**src/rtl/fmul_arbiter.sv**
```systemverilog
// Round-robin front end that shares one fmul between N_REQ requesters, one op in flight at a time.
// Optional: define FMUL_ARB_ZERO_SHORTCUT_EN to resolve zero/denormal operands locally in one cycle.
module fmul_arbiter #(
    parameter int N_REQ = 4,
    parameter int IDX_W = $clog2(N_REQ)
) (
    input  logic                 clk,
    input  logic                 rst,
    input  logic [N_REQ-1:0]     req_valid,
    input  logic [32*N_REQ-1:0]  req_x1,
    input  logic [32*N_REQ-1:0]  req_x2,
    output logic [N_REQ-1:0]     req_ready,
    output logic [N_REQ-1:0]     resp_valid,
    output logic [31:0]          resp_y,
    output logic [31:0]          fmul_x1,
    output logic [31:0]          fmul_x2,
    output logic                 fmul_ready,
    input  logic                 fmul_valid,
    input  logic [31:0]          fmul_y
);

    typedef enum logic [1:0] {S_IDLE, S_ISSUE, S_WAIT} state_t;

    state_t             state_q, state_d;
    logic [IDX_W-1:0]   ptr_q, ptr_d;
    logic [IDX_W-1:0]   gnt_q, gnt_d;
    logic [N_REQ-1:0]   resp_valid_q, resp_valid_d;
    logic [31:0]        resp_y_q, resp_y_d;
    logic [31:0]        x1_q, x1_d;
    logic [31:0]        x2_q, x2_d;

    logic [31:0]        x1_arr [N_REQ];
    logic [31:0]        x2_arr [N_REQ];

    for (genvar gi = 0; gi < N_REQ; gi++) begin : g_unpack
        assign x1_arr[gi] = req_x1[32*gi +: 32];
        assign x2_arr[gi] = req_x2[32*gi +: 32];
    end

    // Rotate requests so bit 0 is the requester at ptr, then take the lowest set bit.
    logic [N_REQ-1:0]   rot;
    logic [IDX_W-1:0]   sel_off;
    logic [IDX_W:0]     sel_sum;
    logic [IDX_W-1:0]   sel_idx;
    logic               sel_found;
    logic [N_REQ-1:0]   sel_oh;
    logic [31:0]        sel_x1;
    logic [31:0]        sel_x2;

    always_comb begin
        rot       = N_REQ'({req_valid, req_valid} >> ptr_q);
        sel_found = 1'b0;
        sel_off   = '0;
        for (int k = N_REQ - 1; k >= 0; k--) begin
            if (rot[k]) begin
                sel_found = 1'b1;
                sel_off   = IDX_W'(k);
            end
        end
        sel_sum = {1'b0, ptr_q} + {1'b0, sel_off};
        if (sel_sum >= (IDX_W+1)'(N_REQ)) begin
            sel_idx = IDX_W'(sel_sum - (IDX_W+1)'(N_REQ));
        end else begin
            sel_idx = sel_sum[IDX_W-1:0];
        end
        sel_oh = N_REQ'(1) << sel_idx;
        sel_x1 = x1_arr[sel_idx];
        sel_x2 = x2_arr[sel_idx];
    end

    function automatic logic [IDX_W-1:0] wrap_inc(input logic [IDX_W-1:0] v);
        return (v == IDX_W'(N_REQ - 1)) ? '0 : v + IDX_W'(1);
    endfunction

`ifdef FMUL_ARB_ZERO_SHORTCUT_EN
    logic sel_zero;
    assign sel_zero = (sel_x1[30:23] == 8'd0) || (sel_x2[30:23] == 8'd0);
`endif

    always_comb begin
        state_d      = state_q;
        ptr_d        = ptr_q;
        gnt_d        = gnt_q;
        x1_d         = x1_q;
        x2_d         = x2_q;
        resp_valid_d = '0;
        resp_y_d     = resp_y_q;
        req_ready    = '0;
        fmul_ready   = 1'b0;
        case (state_q)
            S_IDLE: begin
                if (sel_found) begin
                    req_ready = sel_oh;
`ifdef FMUL_ARB_ZERO_SHORTCUT_EN
                    if (sel_zero) begin
                        // Signed zero is exactly what fmul returns for zero/denormal inputs.
                        resp_y_d     = {sel_x1[31] ^ sel_x2[31], 31'b0};
                        resp_valid_d = sel_oh;
                        ptr_d        = wrap_inc(sel_idx);
                    end else begin
                        x1_d    = sel_x1;
                        x2_d    = sel_x2;
                        gnt_d   = sel_idx;
                        state_d = S_ISSUE;
                    end
`else
                    x1_d    = sel_x1;
                    x2_d    = sel_x2;
                    gnt_d   = sel_idx;
                    state_d = S_ISSUE;
`endif
                end
            end
            S_ISSUE: begin
                fmul_ready = 1'b1;
                state_d    = S_WAIT;
            end
            S_WAIT: begin
                if (fmul_valid) begin
                    resp_y_d     = fmul_y;
                    resp_valid_d = N_REQ'(1) << gnt_q;
                    ptr_d        = wrap_inc(gnt_q);
                    state_d      = S_IDLE;
                end
            end
            default: state_d = S_IDLE;
        endcase
    end

    always_ff @(posedge clk) begin
        if (rst) begin
            state_q      <= S_IDLE;
            ptr_q        <= '0;
            gnt_q        <= '0;
            x1_q         <= '0;
            x2_q         <= '0;
            resp_valid_q <= '0;
            resp_y_q     <= '0;
        end else begin
            state_q      <= state_d;
            ptr_q        <= ptr_d;
            gnt_q        <= gnt_d;
            x1_q         <= x1_d;
            x2_q         <= x2_d;
            resp_valid_q <= resp_valid_d;
            resp_y_q     <= resp_y_d;
        end
    end

    assign resp_valid = resp_valid_q;
    assign resp_y     = resp_y_q;
    assign fmul_x1    = x1_q;
    assign fmul_x2    = x2_q;

endmodule

```
**config.mk**
```make
export PLATFORM = sky130hd
export DESIGN_NAME = fmul_arbiter
export DESIGN_NICKNAME = d
export VERILOG_FILES = /design/src/rtl/fmul_arbiter.sv
export SDC_FILE = /design/constraint.sdc
export NUM_CORES = 1
export LEC_CHECK = 0
export CAP_MARGIN = 20
export CORE_AREA = 3 3 154 156
export DETAILED_ROUTE_END_ITERATION = 7
export DIE_AREA = 0 0 157 159
export DONT_BUFFER_PORTS = 1
export SLEW_MARGIN = 20
export SYNTH_ARGS = -nofsm -noshare
export SYNTH_HDL_FRONTEND = slang
export SYNTH_SLANG_ARGS = --single-unit
```
**constraint.sdc**
```tcl
create_clock -name clk -period 3.57 [get_ports clk]
set_clock_uncertainty 0.15 [all_clocks]
set_input_delay 0.357 -clock clk [delete_from_list [all_inputs] [get_ports clk]]
set_output_delay 0.357 -clock clk [all_outputs]
set_load 0.03 [all_outputs]
```
---- Yosys cells after proc, flatten, opt, wreduce, memory -nomap -nowiden ----
Index checks and enable logic that the tools add are counted.
W data, S select, Z words.
word-level totals
  register bits ........................... 106
  input port bits ......................... 295
  output and inout bits ................... 105
  logic and storage cells ................. 50
cells by class
  add/sub/neg operators ................... 3
  $lt $le $gt $ge ......................... 2
  equality and inequality tests ........... 5
  shift operators ......................... 3
  multiplexer cells ....................... 22
  bitwise operators ....................... 3
  reduce and logical (&&, ||, !) cells .... 5
operators with widths
  kind                   number
  $bmux W32 S2           2
  $mux W32               4
  $mux W2                8
  $mux W4                2
  $shl A1 B2 Y4 const A  2
  $shr A8 B2 Y4          1
  $ge A3 B3 Y1 const B   2
  $pmux W2 S3            1
  $reduce_and A2 Y1      3
  $mux W1                5
  $eq A2 B2 Y1 const B   2
  $ne A2 B2 Y1 const B   2
  $add A2 B2 Y3          1
  $not A2 Y3             1
  $reduce_or A3 Y1       1
  $add A2 B1 Y2 const B  1
  $eq A2 B1 Y1 const B   1
  $logic_not A2 Y1       1
  $not A1 Y1             2
  $sub A2 B1 Y2 const B  1

---- Depth between registers and ports, before layout ----
  depth after elaboration ................. 12
  depth in mapped cells ................... 11
  depth with buffers taken out ............ 9

---- Worst setup path before layout ----
OpenSTA, ideal clock, no wires.
  kind .................................... reg2reg
  start ................................... reg ptr_q[0]
  end ..................................... reg x1_q[0] (netlist: fmul_x1[0])
  setup time .............................. 0.124 ns
  arrival time ............................ 2.667 ns
  required time ........................... 3.296 ns
  path slack .............................. 0.630 ns
  cell stages (with the launch flop) ...... 10
  path buffers ............................ 3
  period minus slack after synthesis ...... 2.940 ns
  path through ............................ dfxtp_1 -> buf_2 -> or4_1 -> o211ai_1 -> ha_1 -> clkbuf_1 -> clkbuf_1 -> mux2_2 -> a221oi_1 -> o21ai_1
between the ends
  longest elaborated chain between the ends .. 12
  elaborated cells between the ends (all ways) .. 18
  classes of those cells .................. add/sub (2); order compare (1); shift (1); mux (12); bitwise (1); reduce/logical (1)
RTL lines
  element                                               line    RTL
  start, declared                                       25      logic [IDX_W-1:0] ptr_q, ptr_d;
  start signal, assigned                                141     ptr_q <= ptr_d;
  $shr A8 B2 Y4                                         51      rot = N_REQ'({req_valid, req_valid} >> ptr_q);
  $mux W2 (4 in series)                                 55      if (rot[k]) begin
  $add A2 B2 Y3                                         60      sel_sum = {1'b0, ptr_q} + {1'b0, sel_off};
  $ge A3 B3 Y1 / $sub A2 B1 Y2 (equally long branches)  61, 62
  $mux W2                                               61      if (sel_sum >= (IDX_W+1)'(N_REQ)) begin
  $not A2 Y3 (not written as such)                      67      sel_x1 = x1_arr[sel_idx];
  $bmux W32 S2                                          67
  $mux W32 (not written as such) (2 in series)          67
  end signal, assigned                                  135     x1_q <= '0;
  end signal, assigned                                  143     x1_q <= x1_d;
  end, declared                                         29      logic [31:0] x1_q, x1_d;
Several ways; a longest one is shown, not always the timed one. The select of a mux whose other input is x is not followed.
A chain may end at the register's enable or synchronous reset.

---- Worst setup path in the final report ----
  start ................................... reg ptr_q[0]
  end ..................................... out req_ready[1]
between the ends
  longest elaborated chain between the ends .. 11
  elaborated cells between the ends (all ways) .. 16
  classes of those cells .................. add/sub (2); order compare (1); shift (2); mux (11)
RTL lines
  element                                               line    RTL
  $shr A8 B2 Y4                                         51
  $mux W2 (4 in series)                                 55
  $add A2 B2 Y3                                         60
  $ge A3 B3 Y1 / $sub A2 B1 Y2 (equally long branches)  61, 62
  $mux W2                                               61
  $shl A1 B2 Y4                                         66      sel_oh = N_REQ'(1) << sel_idx;
  $mux W4 *                                             92      if (sel_found) begin
  $mux W4 *                                             90      case (state_q)
  end, declared                                         12      output logic [N_REQ-1:0] req_ready,
Every way passes the cells marked *; elsewhere a longest branch is shown, timed or not.

==> impl_metrics.env <==
export IMPL_ys_seq_area_share_pct=32.92
export IMPL_synth_seq_cells=106
export IMPL_grt_pass1_wl_mm=32.29
export IMPL_yosys_area_share_simple_pct=11.16
export IMPL_vias_per_cell=5.821
export IMPL_finish_utilization_pct=32.26
export IMPL_hold_path_class="primary input to flip-flop"
export IMPL_end_kind="primary output"
export IMPL_seqCellArea_um2=2122
export IMPL_core_um2=22500
export IMPL_worstSkewPairLatency_ps=350
export IMPL_overflow=0
export IMPL_critPathLaunchType="flip-flop"
export IMPL_finalCritPeriodShare_pct=92.98
export IMPL_ctsLongestPathBuffers=2
export IMPL_period_minus_slack_ps=3319
export IMPL_fp_dieW_um=157
export IMPL_maxCapViolCount=0
export IMPL_report_final_hold_viol_count=0
export IMPL_antenna_left=0
export IMPL_synthMuxAreaShare_pct=22.36
export IMPL_drive_gt1_share_pct=23.98
export IMPL_synth_edf_count=0
export IMPL_synth_top_family_by_area="compound AO/OA/AOI/OAI gates"
export IMPL_setup_ws_ps=250.6
export IMPL_dieArea_um2=24960
export IMPL_synth_compound_area_share_pct=26.28
export IMPL_worst_pin_slew_ps=917.3
export IMPL_die_h_um=159
export IMPL_reg2reg_setup_slack_ps=330
export IMPL_syn_cell_area_um2=6446
export IMPL_yosys_warnings=0
export IMPL_cts_sinks=106
export IMPL_rows=55
export IMPL_max_freq_mhz=301.3
export IMPL_ir_drop_mv=0.1709
export IMPL_synth_net_count=1023
export IMPL_critPathKind="flip-flop to primary output"
export IMPL_grt_pass1_vias=5528
export IMPL_multi_input_comb_area_um2=3975
export IMPL_setup_viol=0
export IMPL_power_uw=3744
export IMPL_synthTopCellsByArea="dfxtp_1 (33%), mux2_2 (22%), a221oi_1 (17%), nand2_1 (7.6%), o21ai_1 (4.9%)"
export IMPL_cts_tree="built"
export IMPL_synth_async_sr_flop_share_pct=0
export IMPL_antennaDiodeCount=0
export IMPL_crit_arrival_ps=2810
export IMPL_cts_root_buf="clkbuf_16"
export IMPL_clk_pin_slew_ps=70
export IMPL_start_util_pct=28.65
export IMPL_critPathMaxFanout=13
export IMPL_crit_required_ps=3060
export IMPL_wire_per_inst_um=22.30
export IMPL_finalNetCount=1002
export IMPL_static_leakage_power_uw=0.002369
export IMPL_cts_htree_levels=3
export IMPL_grt_use_total_pct=16.30
export IMPL_syn_inst=725
export IMPL_post_route_drc_count=0
export IMPL_synth_xor_area_share_pct=0.5241
export IMPL_power_density_nw_per_um2=515.7
export IMPL_synth_area_per_cell_um2=8.891
export IMPL_synth_top_area_share_pct=32.92
export IMPL_drv_slew=0
export IMPL_rsz0062_at_grt="true"
export IMPL_post_cts_buffers=0
export IMPL_vias=5786
export IMPL_max_slew_margin_pct=38.57
export IMPL_io_pins=400
export IMPL_io_buffers=0
export IMPL_dp_hpwl_mm=15.61
export IMPL_synth_top_cell_by_area="dfxtp_1"
export IMPL_synth_adder_area_share_pct=0.5823
export IMPL_setup_tns_ps=0
export IMPL_grt_max_degree=87
export IMPL_dpl_worst_slack_ps=188.6
export IMPL_numCtsBuffers=9
export IMPL_drt_pass1_iterations=5
export IMPL_grt_antenna_before_repair=0
export IMPL_area_delta_synth_final_pct=12.62
export IMPL_drt_iter0_drc=395
export IMPL_outcome="complete, no violations"
export IMPL_wirelength_mm=22.17
export IMPL_synth_main_ff_cell="dfxtp_1"
export IMPL_synth_cell_types=38
export IMPL_n_fill_cell=2353
export IMPL_place_gp_congestion=0.8202
[area by class of cell]
| type | instances | area share [%] |
|---|---|---|
| inverters | 3 | 0.1551 |
| repair buffers | 45 | 6.894 |
| multi-input cells | 539 | 54.76 |
| clock inverters | 6 | 0.7584 |
| clock buffers | 10 | 3.292 |
| well taps | 285 | 4.912 |
| flip-flops and latches | 106 | 29.23 |
[path summary, 6_finish.rpt]
check | end | start | cells after the start
setup / recovery | req_ready[1] | ptr_q[0]$_SDFFE_PP0P_ | 7
hold / removal | resp_y[0]$_SDFFE_PP0P_ | fmul_y[0] | 2
setup reg to reg | fmul_x2[3]$_SDFFE_PP0P_ | ptr_q[0]$_SDFFE_PP0P_ | 9
hold reg to reg | resp_valid[2]$_SDFF_PP0_ | gnt_q[0]$_SDFFE_PP0P_ | 1
[layer usage]
| metal | up-vias | track usage (%) | routed length (µm) |
|---|---|---|---|
| met5 | - | 0 | 0 |
| met4 | 0 | 3.064 | 131 |
| met3 | 6 | 4.893 | 1952 |
| met2 | 312 | 27.56 | 10980 |
| met1 | 2739 | 20.60 | 9101 |
| li1 | 2729 | - | - |
[sequential cells by signal (all words and copies together), names as in the netlist]
name and flops:
fmul_x1 32, fmul_x2 32, resp_y 32, resp_valid 4, gnt_q 2, ptr_q 2, state_q 2
[worst max-delay path: stages, from the launching register on]
cell and delay, ps:
dfxtp_1 600, nor3_1 120, a311oi_1 260, o211ai_1 190, ha_4 210, xnor2_2 390
xnor2_1 250, and3_1 430
[where the power goes]
group / switching, µW / internal, µW / total (µW) / leakage [µW]
Sequential: 437 / 1340 / 1780 / 0.000876
Combinational: 484 / 452 / 936 / 0.00135
Clock: 517 / 511 / 1030 / 0.000145
Total: 1440 / 2310 / 3740 / 0.00237
[cells in the mapped netlist, types with 3 or more instances]
master / n
nor3_1: 3
clkbuf_1: 32
buf_6: 5
a21oi_1: 35
ha_1: 3
nor2_1: 16
buf_2: 39
a221oi_1: 128
o21ai_1: 63
inv_1: 3
nand2_1: 130
dfxtp_1: 106
nand2b_1: 3
mux2_2: 128
[cell families (layout without fill, tap and decap cells)]
group | count (synthesis) | count (layout)
xor+xnor | 3 | 3
mux | 128 | 128
simple gates | 168 | 169
flops | 106 | 106
fa+ha+maj | 3 | 3
buf+inv | 81 | 64
compound gates | 236 | 236
[repair_timing]
item | 4_1_cts | 5_1_grt
setup endpoints to repair | 0 | 43
hold endpoints to repair | 39 | 0
resized for setup | 0 | 1
hold buffers | 31 | 0
[through the flow]
stage	cells	area [µm²]	hold slack, ps
2_1_floorplan	725	6446	291.3
3_3_place_gp	946	6634	281.0
3_5_place_dp	946	6634	282.3
4_1_cts	993	7248	6.293
5_1_grt	994	7259	10.52
6_report	994	7259	28.24
[cell usage in the layout (no fill, tap or decap), types with 2 or more instances in the layout]
| master | n |
|---|---|
| nand2_1 | 130 |
| mux2_2 | 128 |
| a221oi_1 | 128 |
| dfxtp_1 | 106 |
| o21ai_1 | 63 |
| a21oi_1 | 35 |
| dlygate4sd3_1 | 30 |
| nor2_1 | 15 |
| clkbuf_16 | 9 |
| buf_4 | 8 |
| buf_12 | 7 |
| inv_1 | 3 |
| nor3_1 | 3 |
| nand2b_1 | 3 |
| inv_8 | 3 |
| o211ai_1 | 2 |
| o32ai_1 | 2 |
| xnor2_1 | 2 |
| and3_1 | 2 |
| nand3b_1 | 2 |
| nor4_1 | 2 |
| ha_1 | 2 |
(Power assumes the default switching activity.)
